--- config.mk ---
export PLATFORM = sky130hd
export DESIGN_NAME = tug_field
export DESIGN_NICKNAME = d
export VERILOG_FILES = /design/src/rtl/tug_field.sv
export SDC_FILE = /design/constraint.sdc
export NUM_CORES = 1
export LEC_CHECK = 0
export ABC_CLOCK_PERIOD_IN_PS = 1900
export BUFFER_PORTS_ARGS = -buffer_cell sky130_fd_sc_hd__buf_2
export CORE_UTILIZATION = 30
export CTS_CLUSTER_DIAMETER = 60
export CTS_CLUSTER_SIZE = 30
export DETAILED_ROUTE_END_ITERATION = 8
export PLACE_DENSITY = 0.52
export RECOVER_POWER = 100
export SYNTH_ARGS = -nofsm -noshare
export SYNTH_HDL_FRONTEND = slang
export SYNTH_SLANG_ARGS = --single-unit
export TNS_END_PERCENT = 10
--- constraint.sdc ---
create_clock -name CLOCK -period 1.9 [get_ports CLOCK]
set_clock_uncertainty 0.1 [all_clocks]
set_input_delay 0.095 -clock CLOCK [delete_from_list [all_inputs] [get_ports CLOCK]]
set_output_delay 0.095 -clock CLOCK [all_outputs]
set_load 0.02 [all_outputs]
--- src/rtl/tug_field.sv ---
// Tug-of-war playfield: one lit LED moves toward whichever player presses; pushing it off
// an edge wins. Define TUG_SCORE_EN for saturating win counters and press-to-restart.
module tug_field #(
    parameter int NLED = 9
) (
    input  logic            CLOCK,
    input  logic            Reset,
    input  logic            press_l,
    input  logic            press_r,
    output logic [NLED-1:0] led,
    output logic            win_l,
    output logic            win_r
`ifdef TUG_SCORE_EN
    ,
    output logic [2:0]      score_l,
    output logic [2:0]      score_r
`endif
);

    localparam int PW = (NLED > 1) ? $clog2(NLED) : 1;
    localparam logic [PW-1:0]   POS_CENTRE = PW'((NLED - 1) / 2);
    localparam logic [PW-1:0]   POS_LEFT   = PW'(NLED - 1);
    localparam logic [NLED-1:0] LED_CENTRE = NLED'(1) << POS_CENTRE;

    typedef enum logic [1:0] {
        PLAY  = 2'd0,
        WIN_L = 2'd1,
        WIN_R = 2'd2
    } state_t;

    state_t          state_q;
    logic [PW-1:0]   pos_q;
    logic [NLED-1:0] led_q;
    logic            win_l_q;
    logic            win_r_q;

    logic move_l;
    logic move_r;

    // Simultaneous presses cancel each other.
    assign move_l = press_l & ~press_r;
    assign move_r = press_r & ~press_l;

`ifdef TUG_SCORE_EN
    logic [2:0] score_l_q;
    logic [2:0] score_r_q;
`endif

    // NOTE: non-blocking assignments only, so every register sees pre-edge values of the others.
    always_ff @(posedge CLOCK or posedge Reset) begin
        if (Reset) begin
            state_q   <= PLAY;
            pos_q     <= POS_CENTRE;
            led_q     <= LED_CENTRE;
            win_l_q   <= 1'b0;
            win_r_q   <= 1'b0;
`ifdef TUG_SCORE_EN
            score_l_q <= 3'd0;
            score_r_q <= 3'd0;
`endif
        end else begin
            case (state_q)
                PLAY: begin
                    if (move_l) begin
                        if (pos_q == POS_LEFT) begin
                            state_q <= WIN_L;
                            led_q   <= '0;
                            win_l_q <= 1'b1;
`ifdef TUG_SCORE_EN
                            if (score_l_q != 3'd7) score_l_q <= score_l_q + 3'd1;
`endif
                        end else begin
                            pos_q <= pos_q + PW'(1);
                            led_q <= NLED'(1) << (pos_q + PW'(1));
                        end
                    end else if (move_r) begin
                        if (pos_q == '0) begin
                            state_q <= WIN_R;
                            led_q   <= '0;
                            win_r_q <= 1'b1;
`ifdef TUG_SCORE_EN
                            if (score_r_q != 3'd7) score_r_q <= score_r_q + 3'd1;
`endif
                        end else begin
                            pos_q <= pos_q - PW'(1);
                            led_q <= NLED'(1) << (pos_q - PW'(1));
                        end
                    end
                end
                WIN_L, WIN_R: begin
`ifdef TUG_SCORE_EN
                    // Any press, including a tie, starts a new round from the centre.
                    if (press_l || press_r) begin
                        state_q <= PLAY;
                        pos_q   <= POS_CENTRE;
                        led_q   <= LED_CENTRE;
                        win_l_q <= 1'b0;
                        win_r_q <= 1'b0;
                    end
`endif
                end
                default: begin
                    state_q <= PLAY;
                    pos_q   <= POS_CENTRE;
                    led_q   <= LED_CENTRE;
                    win_l_q <= 1'b0;
                    win_r_q <= 1'b0;
                end
            endcase
        end
    end

    assign led   = led_q;
    assign win_l = win_l_q;
    assign win_r = win_r_q;
`ifdef TUG_SCORE_EN
    assign score_l = score_l_q;
    assign score_r = score_r_q;
`endif

endmodule

# Word level (Yosys, flattened, before mapping)
# Cells that the tools add are included.
[word_totals]
regBits = 17
inputBits = 4
output_inout_bits = 11
wordCells = 57
[classes]
addsub = 2
eq_ne = 13
n_shift = 2
n_mux = 22
bitwise = 5
n_reduce_logical = 8
[op_table]
columns = ["op", "count"]
rows = [
  ["$mux 9", 4],
  ["$pmux 9 s2", 1],
  ["$shl 1x4->9 const A", 2],
  ["$mux 4", 4],
  ["$ne 3x3->1 const B", 5],
  ["$reduce_and 4->1", 3],
  ["$ne 2x2->1 const B", 5],
  ["$mux 2", 4],
  ["$pmux 4 s2", 1],
  ["$mux 1", 5],
  ["$add 4x1->4 const B", 1],
  ["$eq 4x4->1 const B", 1],
  ["$logic_not 4->1", 1],
  ["$pmux 1 s2", 2],
  ["$pmux 2 s2", 1],
  ["$sub 4x1->4 const B", 1],
  ["$not 1->1", 3],
  ["$reduce_and 3->1", 1],
  ["$and 1x1->1", 2],
  ["$eq 2x1->1 const B", 1],
  ["$eq 2x2->1 const B", 1],
  ["$logic_not 2->1", 1],
  ["$reduce_and 2->1", 1],
  ["$reduce_or 2->1", 1],
]

# Logic depth before layout (Yosys ltp)
# Gate-level depths: netlist of run 1.
[logic_depth]
ltp_word = 6
ltp_mapped = 8
mapped_depth_nobuf = 6

# Worst setup path after synthesis of run 1
# Ideal clock, no wire load.
[synth_timing]
kind = "reg2reg"
start = "reg pos_q[0]"
end = "reg led_q[8], in the netlist led[8]"
setup_ps = 101
arrival_time_ps = 1794
required_ps = 1699
path_slack_ps = -95
stages_incl_launch_ff = 8
n_path_buf = 1
synth_period_minus_slack_ps = 1995
path_cell_list = "dfrtp_1 -> buf_2 -> inv_1 -> ha_1 -> or4_4 -> nor2_1 -> a21oi_1 -> o311ai_2"
[synth_between]
elab_chain_len = 6
word_cells_on_any_way = 11
classes_between = "add/sub (2); eq/ne (1); shift (2); mux (5); reduce/logical (1)"
[synth_lines]
columns = ["item", "line", "rtl"]
rows = [
  ["start: declaration", "32", "logic [PW-1:0] pos_q;"],
  ["start signal: assignment", "73", "pos_q <= pos_q + PW'(1);"],
  ["start signal: assignment", "85", "pos_q <= pos_q - PW'(1);"],
  ["$sub 4x1->4", "86", "led_q <= NLED'(1) << (pos_q - PW'(1));"],
  ["$shl 1x4->9", "86", ""],
  ["$mux 9", "77", "if (pos_q == '0) begin"],
  ["$mux 9", "76", "end else if (move_r) begin"],
  ["$mux 9 *", "64", "if (move_l) begin"],
  ["$pmux 9 s2 *", "62", "case (state_q)"],
  ["end signal: assignment", "74", "led_q <= NLED'(1) << (pos_q + PW'(1));"],
  ["end signal: assignment", "86", ""],
  ["end: declaration", "33", "logic [NLED-1:0] led_q;"],
]
# Every way passes the cells marked *; elsewhere a longest branch is shown, timed or not. The select of a mux whose other input is x is not followed.
# A chain may end at the register's enable or synchronous reset.

# Worst setup path after layout of run 1
[layout_timing]
start = "reg state_q[1]"
end = "reg led_q[1], in the netlist led[1]"
[layout_between]
elab_chain_len = 4
word_cells_on_any_way = 8
classes_between = "eq/ne (3); mux (1); bitwise (1); reduce/logical (3)"
[layout_lines]
columns = ["item", "line", "rtl"]
rows = [
  ["start: declaration", "31", "state_t state_q;"],
  ["start signal: assignment", "52", "state_q <= PLAY;"],
  ["start signal: assignment", "66", "state_q <= WIN_L;"],
  ["start signal: assignment", "78", "state_q <= WIN_R;"],
  ["$eq 2x1->1 or $eq 2x2->1 (tied branches)", "62", ""],
  ["$reduce_or 2->1", "62", ""],
  ["$not 1->1 (no line)", "--", ""],
  ["$reduce_and 2->1 (no line)", "--", ""],
]
# Several ways; a longest one is shown, not always the timed one.

==> results.yml, run 1 <==
grt:
  grt.total_usage: 0.158
  grt_max_degree: 18
  antenna_found_initial: 0
  grt.overflow.total: 0
  grt_pass1_vias: 1165
  grt_pass1_wl_um: 5250
logic_synthesis:
  syn_area_um2: 1250
  yosysWarnings: 0
  synth_flop_cell: "dfrtp_1"
  async_flop_share: 1.00
  ys_types: 41
  synth_edf_count: 0
  synth.avg_cell_area_um2: 9.09
  syn-num-nets: 151
  syn_inst: 138
  ys_top_cells_by_area: "dfrtp_1 (30%), ha_1 (9.0%), dfstp_2 (4.2%)"
  yosysSeqAreaShare: 0.341
  synth-seq-cells: 17
  synth_top_area_frac: 0.299
  synth_top_area_cell: "dfrtp_1"
setup_path:
  endpoint_kind: "flop"
  path_cells: "inv_2 -> ha_4 -> and4bb_2 -> buf_4 -> nand2_2 -> o22ai_2 -> a221o_2"
  cpMaxStageDelayCell: "a221o_2"
  cp_max_fo: 5
  max_stage_delay_ps: 400
  arrival_ps: 1930
  critPathRequiredTime_ps: 1950
  cp-start-kind: "flop"
  crit_type: "flop to flop"
clocking:
  path_clk_slew_ps: 70
  clockBufferDepth: 2
  clockRootBuffer: "clkbuf_8"
  numCtsBuffers: 3
  cts_tree: "done"
  h-tree-depth: 1
  insertion_delay_ps: 260
  cts.sinks: 17
timing:
  period_needed_ps: 1880
  max_freq_mhz: 532
  hold_viol: 0
  setup_ws_ps: 20.7
  fin_setup_tns_ps: 0
  tightest_slew_ps: 668
  finalSetupViolations: 0
  slew_headroom: 0.554
  min_period_over_period: 0.989
  fin_hold_ws_ps: 178
  rsz0062_at_grt: "yes"
  slew_viol_final: 0
routing:
  vias: 1122
  ant_nets: 0
  wire_per_inst_um: 14.5
  drcViolationCount: 0
  finalWirelength_um: 3140
  via_per_inst: 5.19
  dr.pass1.iters: 4
  first_iter_violations: 81
die:
  initial_utilization: 0.314
  core-area_um2: 4000
  die_x_um: 66.7
  die_h_um: 66.7
  pin_count: 15
  fp-row-count: 23
  die_area_um2: 4450
placed_design:
  gp_congestion: 0.825
  port_buffers: 14
  dp_slack_ps: -36.1
  hpwlAfterDp_um: 2320
power_and_ir_drop:
  power_density_nw_per_um2: 1670
  fin_total_pwr_mw: 2.55
  peakVddDrop_mv: 0.556
  leakagePower_nw: 0.673
min_path:
  hp-class: "input pin to flop"
final_layout:
  antenna_cells: 0
  layout.nets: 180
  final_core_util: 0.383
  synthToLayoutAreaGrowth_pct: 21.9
  drive_gt1_frac: 0.271
run_status:
  status: "finished clean"
run:
  maxCapViolCount: 0
worst paths after layout:
| path | start | endpoint | slack (ps) | depth (start not counted) |
|---|---|---|---|---|
| min reg2reg | win_r$_DFFE_PP0P_ | win_r$_DFFE_PP0P_ | 410 | 2 |
| max in group asynchronous | Reset | win_r$_DFFE_PP0P_ | 910 | 3 |
| max reg2reg | state_q[1]$_DFFE_PP0P_ | led[1]$_DFFE_PP0P_ | 20 | 7 |
| min | press_r | win_r$_DFFE_PP0P_ | 180 | 4 |
| max | state_q[1]$_DFFE_PP0P_ | led[1]$_DFFE_PP0P_ | 20 | 7 |
| min in group asynchronous | Reset | led[8]$_DFFE_PP0P_ | 370 | 3 |
synthesized netlist by cell type, types with 2 or more instances:
cell       n
o311ai_0   2
buf_4      2
a21oi_1    6
ha_1       9
a221o_2    4
nor3_1     4
nand3_1    4
nand2b_1   2
dfstp_2    2
o21ai_0    4
nand4_1    3
a31oi_1    3
and2_1     8
buf_2      2
buf_6      2
mux2i_1    3
nor2b_1    2
a21o_2     2
xnor2_1    2
a221o_1    3
nand2_1    9
nor2_1    12
inv_1     12
o22ai_1    5
dfrtp_1   15
worst max-delay path, delay by kind of cell (launching register included):
kind            cells  cell delay (ps)
flops               1              370
simple gates        2              330
compound gates      2              490
fa+ha+maj           1              280
buf+inv             2              200
routing by layer:
layer	part of all wire	up-vias	global-route usage
li1	-	558	-
met1	0.45	523	0.188
met2	0.47	33	0.261
met3	0.054	8	0.0462
met4	0.024	0	0.0691
met5	0	-	0
timing repair:
| item | CTS | global route |
|---|---|---|
| setup endpoints to repair | 7 | 10 |
| gates resized for setup | 4 | 4 |
| pin swaps | 4 | 2 |
| endpoints found under the hold margin | 15 | 0 |
| setup buffers | 1 | 1 |
| hold buffers | 1 | 0 |
| cloned | 0 | 0 |
area by class of cell:
type                    count  area [um^2]
clock buffers               3         41.3
multi-input cells         102          762
well taps                  50         62.6
repair buffers             31          186
inverters                  12         45.0
clock inverters             1         5.00
flip-flops and latches     17          428
fillers                   417         2470
per-stage QoR:
step	cell area [um^2]	cells
final	1530	216
after CTS	1530	215
after detailed placement	1440	209
after global placement	1440	209
after floorplan	1260	138
after global routing	1530	216
cell families (layout without fill, tap and decap cells):
group / count (synthesis) / count (layout) / synth area share
compound gates: 35 / 35 / 0.219
xor+xnor: 3 / 3 / 0.0209
fa+ha+maj: 9 / 9 / 0.0897
buf+inv: 19 / 47 / 0.0768
flops: 17 / 17 / 0.341
mux: 3 / 3 / 0.0239
simple gates: 52 / 52 / 0.228
registers in the layout, summed over array words and instances (netlist names):
name and cells:
state_q 2, led 9, win_r 1, win_l 1, pos_q 4
power by group:
| part | switching, mW | total [mW] | internal [mW] |
|---|---|---|---|
| sequential | 0.149 | 0.660 | 0.511 |
| combinational | 0.911 | 1.60 | 0.692 |
| clock | 0.141 | 0.287 | 0.146 |
| total | 1.20 | 2.55 | 1.35 |
cell usage in the layout (no fill, tap or decap), types with 3 or more instances in the layout:
master	Yosys	routed
buf_4	2	16
dfrtp_1	15	15
nor2_1	12	12
clkbuf_1	1	11
inv_1	12	10
nand2_1	9	8
and2_1	8	8
ha_1	9	7
a21oi_1	6	6
nand3_1	4	4
o22ai_1	5	4
a221o_2	4	4
nand4_1	3	3
mux2i_1	3	3
a31oi_1	3	3
nor3_1	4	3
a221o_1	3	3
o21ai_0	4	3
clkbuf_8	0	3
buf_2	2	3
(Power assumes the default switching activity.)
==> run 2, diff against run 1 <==
==> constraint.sdc (replaced) <==
create_clock -name CLOCK -period 1.9 [get_ports CLOCK]
set_clock_uncertainty 0.1 [all_clocks]
set_input_delay 0.38 -clock CLOCK [delete_from_list [all_inputs] [get_ports CLOCK]]
set_output_delay 0.38 -clock CLOCK [all_outputs]
set_load 0.02 [all_outputs]
==> run 2 against run 1 <==
  * Hold slack worse by 65 ps
  * Utilization is 0.97 points higher
  * Non-clock buffer count is 5 higher
  * Cell count up 2.3%
  * Largest cell class unchanged
  * Highest routed layer unchanged
==> results.yml, run 2 (synthesis results as in run 1) <==
setup_path:
  max_stage_delay_ps: 400
  timing.rr.start: "state_q[1]$_DFFE_PP0P_"
  endpoint_kind: "flop"
  cpMaxStageDelayCell: "dfrtp_1"
  r2r_cells: 6
  cp-start-kind: "flop"
  arrival_ps: 1960
  worstSetupPathDepth: 6
  endpoint: "led[6]$_DFFE_PP0P_"
  path_cells: "inv_2 -> ha_4 -> and4bb_2 -> nand4_1 -> o32ai_2 -> a221o_1"
  r2r-end: "led[6]$_DFFE_PP0P_"
  crit_buf_inv: 1
  critPathRequiredTime_ps: 1990
  crit_type: "flop to flop"
  path_delay_family: "compound AO/OA/AOI/OAI gates"
  r2r_setup_slack_ps: 30
  cp_max_fo: 3
  critPathLaunch: "state_q[1]$_DFFE_PP0P_"
die:
  die_x_um: 66.7
  pin_count: 15
  fp-row-count: 23
  initial_utilization: 0.314
  die_h_um: 66.7
  die_area_um2: 4450
  core-area_um2: 4000
placed_design:
  port_buffers: 14
  dpl_cell_area_um2: 1500
  dp_slack_ps: -170
  gp_congestion: 0.758
  hpwlAfterDp_um: 2390
grt:
  grt_pass1_wl_um: 5170
  grt_max_degree: 18
  grt_pass1_vias: 1111
  grt.total_usage: 0.158
  grt.overflow.total: 0
  antenna_found_initial: 0
timing:
  slew_headroom: 0.554
  min_period_over_period: 0.985
  period_needed_ps: 1870
  hold_viol: 0
  max_freq_mhz: 534
  rsz0062_at_grt: "yes"
  slew_viol_final: 0
  finalSetupViolations: 0
  fin_setup_tns_ps: 0
  tightest_slew_ps: 669
  setup_ws_ps: 27.7
final_layout:
  final_cell_mix: "buf_4 (21), dfrtp_1 (15), clkbuf_1 (13)"
  final_core_util: 0.392
  drive_gt1_frac: 0.287
  layout.cells.most_common: "buf_4"
  fillCellCount: 401
  stdcell_area_um2: 1570
  regArea_um2: 428
  multi_input_area_um2: 771
  layout.nets: 185
  largest_reg_flops: 9
  antenna_cells: 0
  synthToLayoutAreaGrowth_pct: 25.0
routing:
  wire_per_inst_um: 14.0
  ant_nets: 0
  wl_met3_um: 116
  via_per_inst: 5.25
  wl_met1_um: 1460
  finalWirelength_um: 3090
  vias: 1161
  drcViolationCount: 0
  routed-wl-met2_um: 1440
  highest_layer: "met4"
  dr.pass1.iters: 4
  first_iter_violations: 65
clocking:
  insertion_delay_ps: 250
  numCtsBuffers: 3
  clockBufferDepth: 2
  h-tree-depth: 1
  cts.sinks: 17
  path_clk_slew_ps: 70
  clockRootBuffer: "clkbuf_8"
  cts_tree: "done"
run:
  maxCapViolCount: 0
power_and_ir_drop:
  power_density_nw_per_um2: 1680
  peakVddDrop_mv: 0.581
  leakagePower_nw: 0.690
  fin_total_pwr_mw: 2.63
run_status:
  status: "finished clean"
min_path:
  hp-class: "input pin to async pin"
-- run 2: worst min path at each step --
stage / startpoint / endpoint / depth (start not counted)
6_report: Reset / pos_q[3]$_DFFE_PP0P_ / 2
5_1_grt: Reset / pos_q[3]$_DFFE_PP0P_ / 2
4_1_cts: Reset / pos_q[3]$_DFFE_PP0P_ / 2
3_5_place_dp: win_l$_DFFE_PP0P_ / win_l$_DFFE_PP0P_ / 2
3_3_place_gp: win_l$_DFFE_PP0P_ / win_l$_DFFE_PP0P_ / 2
2_1_floorplan: Reset / led[0]$_DFFE_PP0P_ / 1
-- run 2: power by group --
part | switching, mW | total, mW | internal, mW
Sequential | 0.153 | 0.665 | 0.512
Clock | 0.123 | 0.272 | 0.149
Combinational | 0.937 | 1.70 | 0.761
Total | 1.21 | 2.63 | 1.42
-- run 2: layout make-up --
type,instances,area share
clock buffer,4,0.0287
inverter,12,0.0287
multi-input combinational,102,0.491
sequential,17,0.273
tap,50,0.0399
timing repair buffer,36,0.139
-- run 2: worst reg2reg max path, delay by kind of cell (launching register included) --
kind                       cells  cell delay [ps]
and+or+nand+nor                2              490
DFF                            1              400
AOI/OAI and AO/OA              2              540
adders and majority gates      1              200
buffers and inverters          1               80
-- run 2: through the flow --
| step | hold WS (ps) | cells |
|---|---|---|
| 6_report | 113 | 221 |
| 5_1_grt | 159 | 221 |
| 4_1_cts | 139 | 220 |
| 3_5_place_dp | 397 | 216 |
| 3_3_place_gp | 388 | 216 |
| 2_1_floorplan | 205 | 138 |
-- run 2: what timing repair did --
action | 4_1_cts | 5_1_grt
setup endpoints to repair | 7 | 9
hold buffers | 0 | 0
resized for setup | 4 | 5
pin swaps | 4 | 2
buffers inserted | 0 | 1
-- run 2: routing by layer --
layer / vias to the layer above / global-route usage
met3: 9 / 0.0411
met4: 0 / 0.0665
met1: 558 / 0.187
met5: - / 0
li1: 568 / -
met2: 26 / 0.266
